<file path="src/rtl/sevenseg_pkg.sv">
// Shared constants and types for the seven-segment capture block.
// Segment bytes are active low: bit7=a ... bit1=g, bit0=dp (dp off here).
package sevenseg_pkg;

  localparam logic [7:0] SEG_0     = 8'h03;
  localparam logic [7:0] SEG_1     = 8'h9F;
  localparam logic [7:0] SEG_2     = 8'h25;
  localparam logic [7:0] SEG_3     = 8'h0D;
  localparam logic [7:0] SEG_4     = 8'h99;
  localparam logic [7:0] SEG_5     = 8'h49;
  localparam logic [7:0] SEG_6     = 8'h41;
  localparam logic [7:0] SEG_7     = 8'h1F;
  localparam logic [7:0] SEG_8     = 8'h01;
  localparam logic [7:0] SEG_9     = 8'h09;
  localparam logic [7:0] SEG_OVF   = 8'hDB;
  localparam logic [7:0] SEG_BLANK = 8'hFF;

  // Per-digit status reported on code_out
  typedef enum logic [1:0] {
    ST_NUM   = 2'b00,
    ST_OVF   = 2'b01,
    ST_BLANK = 2'b10,
    ST_UNK   = 2'b11
  } seg_status_e;

  // Capture state machine
  typedef enum logic [1:0] {
    S_IDLE     = 2'b00,
    S_SETTLE   = 2'b01,
    S_CAPTURED = 2'b10
  } cap_state_e;

  // True when exactly one active-low enable is asserted
  function automatic logic is_one_cold(input logic [3:0] d);
    case (d)
      4'b1110, 4'b1101, 4'b1011, 4'b0111: is_one_cold = 1'b1;
      default:                            is_one_cold = 1'b0;
    endcase
  endfunction

  // Position of the single low enable (0 when not one-cold)
  function automatic logic [1:0] cold_index(input logic [3:0] d);
    case (d)
      4'b1110: cold_index = 2'd0;
      4'b1101: cold_index = 2'd1;
      4'b1011: cold_index = 2'd2;
      4'b0111: cold_index = 2'd3;
      default: cold_index = 2'd0;
    endcase
  endfunction

  // True when more than one enable is low at once
  function automatic logic multi_low(input logic [3:0] d);
    logic [2:0] n;
    n = {2'b00, ~d[0]} + {2'b00, ~d[1]} + {2'b00, ~d[2]} + {2'b00, ~d[3]};
    multi_low = (n > 3'd1);
  endfunction

endpackage

</file>
<file path="src/rtl/sevenseg_pattern_decode.sv">
// Combinational lookup from segments a..g (active low) to status and BCD.
module sevenseg_pattern_decode
  import sevenseg_pkg::*;
(
  input  logic [6:0]  pat,
  output seg_status_e code,
  output logic [3:0]  bcd
);

  // Map each known glyph to its numeral; everything else reads as F
  always_comb begin
    code = ST_UNK;
    bcd  = 4'hF;
    case (pat)
      SEG_0[7:1]:     begin code = ST_NUM;   bcd = 4'd0; end
      SEG_1[7:1]:     begin code = ST_NUM;   bcd = 4'd1; end
      SEG_2[7:1]:     begin code = ST_NUM;   bcd = 4'd2; end
      SEG_3[7:1]:     begin code = ST_NUM;   bcd = 4'd3; end
      SEG_4[7:1]:     begin code = ST_NUM;   bcd = 4'd4; end
      SEG_5[7:1]:     begin code = ST_NUM;   bcd = 4'd5; end
      SEG_6[7:1]:     begin code = ST_NUM;   bcd = 4'd6; end
      SEG_7[7:1]:     begin code = ST_NUM;   bcd = 4'd7; end
      SEG_8[7:1]:     begin code = ST_NUM;   bcd = 4'd8; end
      SEG_9[7:1]:     begin code = ST_NUM;   bcd = 4'd9; end
      SEG_OVF[7:1]:   begin code = ST_OVF;   bcd = 4'hF; end
      SEG_BLANK[7:1]: begin code = ST_BLANK; bcd = 4'hF; end
      default:        begin code = ST_UNK;   bcd = 4'hF; end
    endcase
  end

endmodule

</file>
<file path="src/rtl/sevenseg_capture.sv">
// Reconstructs the BCD value shown on a multiplexed 4-digit common-anode
// display bus, with per-digit status, staleness timeout and frame pulse.
// Optional feature macro: SEVENSEG_CAP_DP_EN (capture decimal points).
module sevenseg_capture
  import sevenseg_pkg::*;
#(
  parameter int STABLE_CYCLES = 4,
  parameter int TIMEOUT       = 65535
) (
  input  logic        clk,
  input  logic        rst,
  input  logic [7:0]  seg,
  input  logic [3:0]  digit,
  output logic [15:0] bcd_out,
  output logic [7:0]  code_out,
  output logic [3:0]  digit_valid,
  output logic [3:0]  dp_out,
  output logic        frame_done,
  output logic        err_multi
);

  localparam int CW = $clog2(STABLE_CYCLES);
  localparam int AW = (TIMEOUT > 0) ? $clog2(TIMEOUT + 1) : 1;
  localparam logic [AW-1:0] AGE_MAX = {AW{1'b1}};

  logic [7:0]    s_seg_r, p_seg_r;
  logic [3:0]    s_dig_r, p_dig_r;
  logic          seg_dp_s;
  cap_state_e    state_r, next_state_s;
  logic [CW-1:0] cnt_r, next_cnt_s;
  logic          write_s;
  logic          one_cold_s;
  logic          changed_s;
  logic [1:0]    idx_s;
  logic [3:0]    wr_mask_s;
  logic [3:0]    seen_r, seen_next_s;
  logic [AW-1:0] age_r [4];
  seg_status_e   code_s;
  logic [3:0]    bcd_s;

`ifdef SEVENSEG_CAP_DP_EN
  logic [3:0] dp_r;
  assign seg_dp_s = seg[0];
`else
  logic unused_dp_s;
  assign seg_dp_s    = 1'b1;
  assign unused_dp_s = seg[0];
`endif

  assign one_cold_s = is_one_cold(s_dig_r);
  assign changed_s  = (s_seg_r != p_seg_r) || (s_dig_r != p_dig_r);
  assign idx_s      = cold_index(s_dig_r);
  assign wr_mask_s  = write_s ? (4'b0001 << idx_s) : 4'b0000;
  assign seen_next_s = seen_r | wr_mask_s;

  sevenseg_pattern_decode u_decode (
    .pat  (s_seg_r[7:1]),
    .code (code_s),
    .bcd  (bcd_s)
  );

  // Sample the bus once and keep the previous sample for change detection
  always_ff @(posedge clk) begin
    if (rst) begin
      s_seg_r <= 8'hFF;
      s_dig_r <= 4'hF;
      p_seg_r <= 8'hFF;
      p_dig_r <= 4'hF;
    end else begin
      s_seg_r <= {seg[7:1], seg_dp_s};
      s_dig_r <= digit;
      p_seg_r <= s_seg_r;
      p_dig_r <= s_dig_r;
    end
  end

  // Flag overlapping digit enables as soon as they are sampled
  always_ff @(posedge clk) begin
    if (rst) begin
      err_multi <= 1'b0;
    end else begin
      err_multi <= multi_low(digit);
    end
  end

  // Next-state logic: count unchanged cycles, write once per stable period
  always_comb begin
    next_state_s = state_r;
    next_cnt_s   = cnt_r;
    write_s      = 1'b0;
    case (state_r)
      S_IDLE: begin
        next_cnt_s = {CW{1'b0}};
        if (one_cold_s) begin
          next_state_s = S_SETTLE;
        end else begin
          next_state_s = S_IDLE;
        end
      end
      S_SETTLE: begin
        if (!one_cold_s) begin
          next_state_s = S_IDLE;
          next_cnt_s   = {CW{1'b0}};
        end else if (changed_s) begin
          next_cnt_s = {CW{1'b0}};
        end else if (cnt_r == CW'(STABLE_CYCLES - 2)) begin
          write_s      = 1'b1;
          next_state_s = S_CAPTURED;
          next_cnt_s   = {CW{1'b0}};
        end else begin
          next_cnt_s = cnt_r + {{(CW-1){1'b0}}, 1'b1};
        end
      end
      S_CAPTURED: begin
        if (changed_s) begin
          next_cnt_s = {CW{1'b0}};
          if (one_cold_s) begin
            next_state_s = S_SETTLE;
          end else begin
            next_state_s = S_IDLE;
          end
        end else begin
          next_state_s = S_CAPTURED;
        end
      end
      default: begin
        next_state_s = S_IDLE;
        next_cnt_s   = {CW{1'b0}};
      end
    endcase
  end

  // State and settle counter registers
  always_ff @(posedge clk) begin
    if (rst) begin
      state_r <= S_IDLE;
      cnt_r   <= {CW{1'b0}};
    end else begin
      state_r <= next_state_s;
      cnt_r   <= next_cnt_s;
    end
  end

  // Slot value and status registers, updated only on a capture
  always_ff @(posedge clk) begin
    if (rst) begin
      bcd_out  <= 16'hFFFF;
      code_out <= 8'hAA;
    end else if (write_s) begin
      bcd_out[{idx_s, 2'b00} +: 4] <= bcd_s;
      code_out[{idx_s, 1'b0} +: 2] <= code_s;
    end else begin
      bcd_out  <= bcd_out;
      code_out <= code_out;
    end
  end

  // Per-digit age and validity; a write on the timeout edge keeps valid set
  always_ff @(posedge clk) begin
    if (rst) begin
      digit_valid <= 4'b0000;
      for (int i = 0; i < 4; i++) begin
        age_r[i] <= {AW{1'b0}};
      end
    end else begin
      for (int i = 0; i < 4; i++) begin
        if (wr_mask_s[i]) begin
          age_r[i]       <= {AW{1'b0}};
          digit_valid[i] <= 1'b1;
        end else begin
          age_r[i] <= (age_r[i] == AGE_MAX) ? age_r[i] : age_r[i] + {{(AW-1){1'b0}}, 1'b1};
          if ((TIMEOUT != 0) && (((age_r[i] == AGE_MAX) ? age_r[i] : age_r[i] + {{(AW-1){1'b0}}, 1'b1}) >= AW'(TIMEOUT))) begin
            digit_valid[i] <= 1'b0;
          end else begin
            digit_valid[i] <= digit_valid[i];
          end
        end
      end
    end
  end

  // Frame tracking: pulse and restart once all four digits have been written
  always_ff @(posedge clk) begin
    if (rst) begin
      seen_r     <= 4'b0000;
      frame_done <= 1'b0;
    end else if (seen_next_s == 4'b1111) begin
      seen_r     <= 4'b0000;
      frame_done <= 1'b1;
    end else begin
      seen_r     <= seen_next_s;
      frame_done <= 1'b0;
    end
  end

`ifdef SEVENSEG_CAP_DP_EN
  // Decimal point captured alongside the digit value
  always_ff @(posedge clk) begin
    if (rst) begin
      dp_r <= 4'b0000;
    end else if (write_s) begin
      dp_r[idx_s] <= ~s_seg_r[0];
    end else begin
      dp_r <= dp_r;
    end
  end
  assign dp_out = dp_r;
`else
  assign dp_out = 4'b0000;
`endif

endmodule

</file>
<file path="config.mk">
export PLATFORM = sky130hd
export DESIGN_NAME = sevenseg_capture
export DESIGN_NICKNAME = d
export VERILOG_FILES = /design/src/rtl/sevenseg_pkg.sv /design/src/rtl/sevenseg_pattern_decode.sv /design/src/rtl/sevenseg_capture.sv
export SDC_FILE = /design/constraint.sdc
export NUM_CORES = 1
export LEC_CHECK = 0
export ABC_AREA = 1
export BUFFER_PORTS_ARGS = -buffer_cell sky130_fd_sc_hd__buf_2
export CORE_ASPECT_RATIO = 0.5
export CORE_MARGIN = 2
export CORE_UTILIZATION = 35
export DETAILED_ROUTE_END_ITERATION = 8
export GPL_TIMING_DRIVEN = 0
export SLEW_MARGIN = 15
export SYNTH_ARGS = -nofsm -noshare
export SYNTH_HDL_FRONTEND = slang
export SYNTH_SLANG_ARGS = --single-unit
</file>
<file path="constraint.sdc">
create_clock -name clk -period 2.4 [get_ports clk]
set_clock_uncertainty 0.1 [all_clocks]
set_input_delay 0.48 -clock clk [delete_from_list [all_inputs] [get_ports clk]]
set_output_delay 0.48 -clock clk [all_outputs]
set_load 0.005 [all_outputs]
</file>
==> results of run 1 <==
==> final timing paths <==
| kind | endpoint | slack [ps] | from |
|---|---|---|---|
| setup / recovery | age_r[1][6] | 150 | age_r[1][0] |
| hold / removal | s_seg_r[7] | 130 | seg[7] |
| setup reg to reg | age_r[1][6] | 150 | age_r[1][0] |
| hold reg to reg | cnt_r[0] | 330 | cnt_r[0] |
==> worst max-delay path: stages, from the launching register on <==
cell	delay (ps)
edfxtp_1	440
ha_1	260
nand3_1	180
inv_1	80
nand2_1	150
nor2_2	100
inv_2	150
clkbuf_1	390
a21oi_1	130
==> cell type report <==
class / count / area (sq um) / area share
clock inverter: 8 / 72.6 / 0.00845
sequential: 124 / 3120 / 0.364
clock buffer: 24 / 551 / 0.0641
inverter: 109 / 412 / 0.0479
tap: 266 / 333 / 0.0387
buffer: 20 / 108 / 0.0125
timing repair buffer: 50 / 270 / 0.0315
multi-input combinational: 765 / 3720 / 0.433
==> kinds of logic (layout without fill, tap and decap cells) <==
kind of cell	count (synthesis)	count (layout)
xor+xnor	31	31
flops	124	124
fa+ha+maj	11	11
simple gates	532	532
other cells	2	68
compound gates	123	123
buf+inv	130	211
==> layer usage <==
layer	vias to the layer above	GRT usage	part of all wire
li1	3310	-	-
met1	2846	0.204	0.50
met2	88	0.240	0.45
met3	12	0.0398	0.033
met4	0	0.0399	0.010
met5	-	0	0
==> flip-flops by register name (all words and copies together), names as in the netlist <==
name and cells:
s_seg_r 7, p_dig_r 4, err_multi 1, cnt_r 2, digit_valid 4, seen_r 4
frame_done 1, s_dig_r 4, p_seg_r 7, state_r 2, bcd_out 16, code_out 8
age_r 64
==> power by group through the flow <==
| stage | clock, mW | combinational, mW | sequential [mW] |
|---|---|---|---|
| after floorplan | 0 | 0.358 | 2.44 |
| after global placement | 0 | 0.446 | 2.46 |
| after detailed placement | 0 | 0.451 | 2.46 |
| after CTS | 2.74 | 0.458 | 2.42 |
| after global routing | 2.82 | 0.541 | 2.44 |
| final | 2.68 | 0.468 | 2.42 |
==> cell usage after synthesis (all sizes together), types with 3 or more instances <==
library cell,instances,area (sq um)
clkbuf,10,37.5
dfxtp,60,1200
edfxtp,64,1920
o21bai,9,67.6
o21ai,28,140
a21oi,71,370
nand3,65,365
buf,11,70.1
a31oi,8,50.1
nor2,141,561
nor3,18,113
inv,108,408
ha,10,125
or2,13,81.3
xor2,18,158
xnor2,13,114
nand2,278,1060
o21a,3,22.5
nand4,15,100
==> timing repair <==
item,CTS,global route
buffers inserted,0,8
cloned,0,0
setup endpoints to repair,78,51
hold endpoints to repair,0,0
resized for setup,4,19
pin swaps,0,4
==> stage by stage <==
stage	instance area, sq um	TNS, ps
after floorplan	7290	0
after global placement	7830	-15040
after detailed placement	7830	-14600
after CTS	8480	0
after global routing	8590	-10.0
final	8590	0
==> cells in the final DEF, fill, tap and decap left out, types with 3 or more instances in the layout <==
master     count
dfxtp_1       59
edfxtp_1      64
conb_1        68
or2_2         13
a21oi_1       69
ha_1           6
o21a_1         3
xor2_1        18
nand2_2        4
xnor2_1       13
buf_4         15
o21ai_0       20
nor2_1       132
nand2_1      271
nand4_1       14
a31oi_1        7
inv_2          6
o21bai_1       9
buf_2         43
nor2_2         6
o21ai_1        8
nand2_4        3
clkbuf_1       9
nand3_2        4
clkinv_2       4
nand3_1       59
ha_2           3
nor3_1        15
inv_1        101
clkbuf_16     21
==> metrics.cfg, run 1 <==
[logic_synthesis]
yosys.area_share.adder=0.0206
synth.cell_area_sq_um=7040
synthFlopType=edfxtp_1
yosysWarnings=0
synthSimpleGateAreaFrac=0.326
muxShareOfSynthArea=0
yosys.cell_types.count=42
synth_seq_cells=124
synth_xor_area_frac=0.0386
synth_seq_area_share=0.443
synth_compound_area_frac=0.0965
synth-edff-count=64
synth_cells=953
synthArstFlopShare=0
synth_top_family_by_area=simple AND/OR/NAND/NOR gates
syn_avg_cell_area_sq_um=7.39

[clocking]
clock_sink_count=124
cts_made_buffers=17
cts_max_path_buffers=2
tritoncts=done
path_clk_slew_ps=60
clkLatencyLatePin_ps=430
cts_root_buffer=clkbuf_16
htreeDepth=4
holdBufCountCts=0

[timing]
whs_ps=135
tightest_slew_ps=712
drv_slew=0
setup_ws_ps=155
clock.fmax_mhz=445
slew_headroom=0.525
hold_viol=0
setup_violations=0
period_share=0.935
fin_crit_ps=2250

[floorplanning]
fp.dieH_um=104
io_pins=48
initial_core_util=0.359
row_count=36
chipWidth_um=205
core-area_sq_um=19600
die_area_sq_um=21300

[layout]
nets=1112
final_cells=1366
fill_cells=1979
syn_to_final_growth_pct=22.0
antenna_cells=0
postLayoutCoreUtil=0.439
drive_gt1_frac=0.132

[pwr]
p_switching_mw=1.36
peakVddDrop_uv=535
p_leak_nw=3.76
pwr-share-seq=0.435
p_int_mw=4.21
power.total_mw=5.57
p_comb_frac=0.084
power_density_nw_per_um2=648
swShare=0.244
power_frac_clock=0.481

[drt]
drc_errors=0
drt-total-wl_um=15800
drtIter0Drc=470
ant_nets=0
wire_per_inst_um=11.6
routed-via-count=6256
viasPerCell=4.58
dr.pass1.iters=5

[status]
status=finished, final reports clean

[flow_run]
cap_violations=0

[place]
gp_congestion=0.886
numPortBuffers=42
place_inst=1327
dp_hpwl_um=11800
pre_cts_ws_ps=-398

[setup_path]
crit_path_start_kind=flip-flop
critPathKind=flip-flop to flip-flop
critPathMaxFanout=10
cp-end-kind=flip-flop
reg2reg_depth=8
crit_required_ps=2440
cp.arrival_ps=2290

[grt]
grt_max_degree=17
grt_pass1_wl_um=26300
grt_pass1_vias=5693
overflow=0
antenna_found_initial=0
grt.total_usage=0.152

[min_path]
min-delay-path-class=input port to flip-flop
min_path_cells=2

(Power assumes the default switching activity.)
==> run 2: changes to the inputs <==
- clock period: 2.4 -> 2.48 ns (I/O delays scaled with it)
==> run 2 against run 1 <==
Die area stayed put. Critical path depth is 1 higher. Clock-buffer cell count stayed put. Design area is 0.83% lower. Worst hold slack better by 19 ps. Fmax is 1.7% lower. Routed wire length is 0.28% lower. Sequential power is 3% lower. Sequential cell count stayed put. Final cell count is 0.37% lower. Setup slack better by 41 ps. Clock power is 3% lower. Largest cell class unchanged.
==> metrics.cfg, run 2 (synthesis gave the netlist of run 1 again) <==
[setup_path]
crit_path_start_kind=flip-flop  ; unchanged
cp_cell_sequence=xnor2_1 > nand2_1 > nor2_1 > nand3_2 > nor2_4 > nand3_1 > nand2_1 > buf_4 > a21oi_1  ; was ha_1 > nand3_1 > inv_1 > nand2_1 > nor2_2 > inv_2 > clkbuf_1 > a21oi_1
critPathKind=flip-flop to flip-flop  ; unchanged
reg2reg_from=s_seg_r[5]  ; was age_r[1][0]
slowest_stage=dfxtp_1  ; was edfxtp_1
reg2reg_slack_ps=200  ; was 150 ps
crit_path_frequent_cell=nand2_1
critPathMaxFanout=10  ; unchanged
reg2reg_depth=9  ; was 8
cp-end-kind=flip-flop  ; unchanged
rr_endpoint=age_r[1][6]  ; unchanged
cp.arrival_ps=2330  ; was 2290 ps
slowest_delay_ps=430  ; was 440 ps
crit_required_ps=2520  ; was 2440 ps

[timing]
fin_crit_ps=2280  ; was 2250 ps
setup-tns-final_ps=0  ; unchanged
setup_violations=0  ; unchanged
period_share=0.921  ; was 0.935
whs_ps=154  ; was 135 ps
hold_viol=0  ; unchanged
grt_setup_unrepaired=false
tightest_slew_ps=688  ; was 712 ps
slew_headroom=0.541  ; was 0.525
drv_slew=0  ; unchanged
clock.fmax_mhz=438  ; was 445 MHz

[flow_run]
cap_violations=0  ; unchanged

[place]
dp_hpwl_um=11800  ; unchanged
place_area_sq_um=7830  ; unchanged
numPortBuffers=42  ; unchanged
gp_congestion=0.886  ; unchanged

[min_path]
min-delay-path-class=input port to flip-flop  ; unchanged
min_from=seg[7]  ; unchanged
min_path_cells=2  ; unchanged
min_to=s_seg_r[7]  ; unchanged

[layout]
regMostFlops=age_r  ; unchanged
antenna_cells=0  ; unchanged
largest_reg_flops=64  ; unchanged
syn_to_final_growth_pct=21.0  ; was 22.0%
reg_top3=age_r x64, bcd_out x16, code_out x8  ; unchanged
multi_input_area_sq_um=3690  ; was 3720 sq um
final_cell_mix=nand2_1 (273), nor2_1 (134), inv_1 (101)  ; was nand2_1 (271), nor2_1 (132), inv_1 (101)
mostFrequentLayoutCell=nand2_1  ; unchanged
drive_gt1_frac=0.122  ; was 0.132
final_cell_area_sq_um=8520  ; was 8590 sq um
fill_cells=1984  ; was 1979
seq_area_sq_um=3120  ; unchanged
nets=1107  ; was 1112

[pwr]
peakVddDrop_uv=511  ; was 535 uV
power_density_nw_per_um2=631  ; was 648 nW/um^2
p_leak_nw=3.73  ; was 3.76 nW

[floorplanning]
core-area_sq_um=19600  ; unchanged
initial_core_util=0.359  ; unchanged
fp.dieH_um=104  ; unchanged
chipWidth_um=205  ; unchanged
io_pins=48  ; unchanged
die_area_sq_um=21300  ; unchanged
row_count=36  ; unchanged

[grt]
antenna_found_initial=0  ; unchanged
grt_pass1_vias=5692  ; was 5693
grt_max_degree=17  ; unchanged
grt.total_usage=0.152  ; about the same
overflow=0  ; unchanged
grt_pass1_wl_um=26300  ; about the same

[drt]
drtIter0Drc=524  ; was 470
viasPerCell=4.60  ; was 4.58
dr.pass1.iters=5  ; unchanged
ant_nets=0  ; unchanged
routed-via-count=6255  ; was 6256
drc_errors=0  ; unchanged
drt-total-wl_um=15700  ; was 15800 um
wire_per_inst_um=11.6  ; about the same

[clocking]
cts_root_buffer=clkbuf_16  ; unchanged
holdBufCountCts=0  ; unchanged
cts_max_path_buffers=2  ; unchanged
clkLatencyLatePin_ps=430  ; about the same
htreeDepth=4  ; unchanged
cts_made_buffers=17  ; unchanged
clock_sink_count=124  ; unchanged
path_clk_slew_ps=60  ; about the same
tritoncts=done  ; unchanged

[status]
status=finished, final reports clean  ; unchanged

run 2: timing repair:
action                                  in CTS  in global routing
gates resized for setup                      2                 11
buffers inserted                             0                  3
endpoints found under the setup margin      68                 46
pin swaps                                    0                  1
run 2: layout make-up:
cell class | count | area share
buffer | 20 | 0.0125
tap | 266 | 0.0391
inverter | 109 | 0.0483
timing repair buffer | 45 | 0.0273
clock inverter | 8 | 0.00852
multi-input combinational | 765 | 0.433
sequential | 124 | 0.367
clock buffer | 24 | 0.0646
run 2: worst max-delay path by stage:
stage,from,slack [ps],cells past startpoint,endpoint
after CTS,s_dig_r[0],20,9,age_r[3][12]
after global routing,age_r[1][0],3,12,digit_valid[1]
after floorplan,s_dig_r[3],230,8,age_r[0][10]
final,s_seg_r[5],200,9,age_r[1][6]
after detailed placement,s_dig_r[3],-320,8,age_r[0][7]
after global placement,s_dig_r[3],-310,8,age_r[0][5]
run 2: power by group:
| group | total, mW | internal [mW] | switching [mW] |
|---|---|---|---|
| logic | 0.450 | 0.162 | 0.288 |
| registers | 2.34 | 2.26 | 0.0824 |
| clock network | 2.59 | 1.65 | 0.935 |
| total | 5.38 | 4.07 | 1.31 |
run 2: stage by stage:
stage / instances / setup WS, ps / total power, mW / util
floorplan: 1019 / 233 / 2.71 / -
global placement: 1327 / -311 / 2.81 / 0.400
detailed placement: 1327 / -318 / 2.82 / 0.400
CTS: 1359 / 24.2 / 5.43 / 0.432
global route: 1361 / 2.86 / 5.61 / 0.435
finish: 1361 / 196 / 5.38 / 0.435
run 2: layer usage:
layer / wire length [um] / global-route usage
met1: 7970 / 0.204
met2: 7100 / 0.240
met3: 512 / 0.0398
met4: 155 / 0.0399
met5: 0 / 0
run 2: critical path, delay by kind of cell (launching register included):
family / cells / cell delay, ps
flops: 1 / 430
compound gates: 1 / 60
simple gates: 6 / 1020
buf+inv: 1 / 240
xor+xnor: 1 / 140
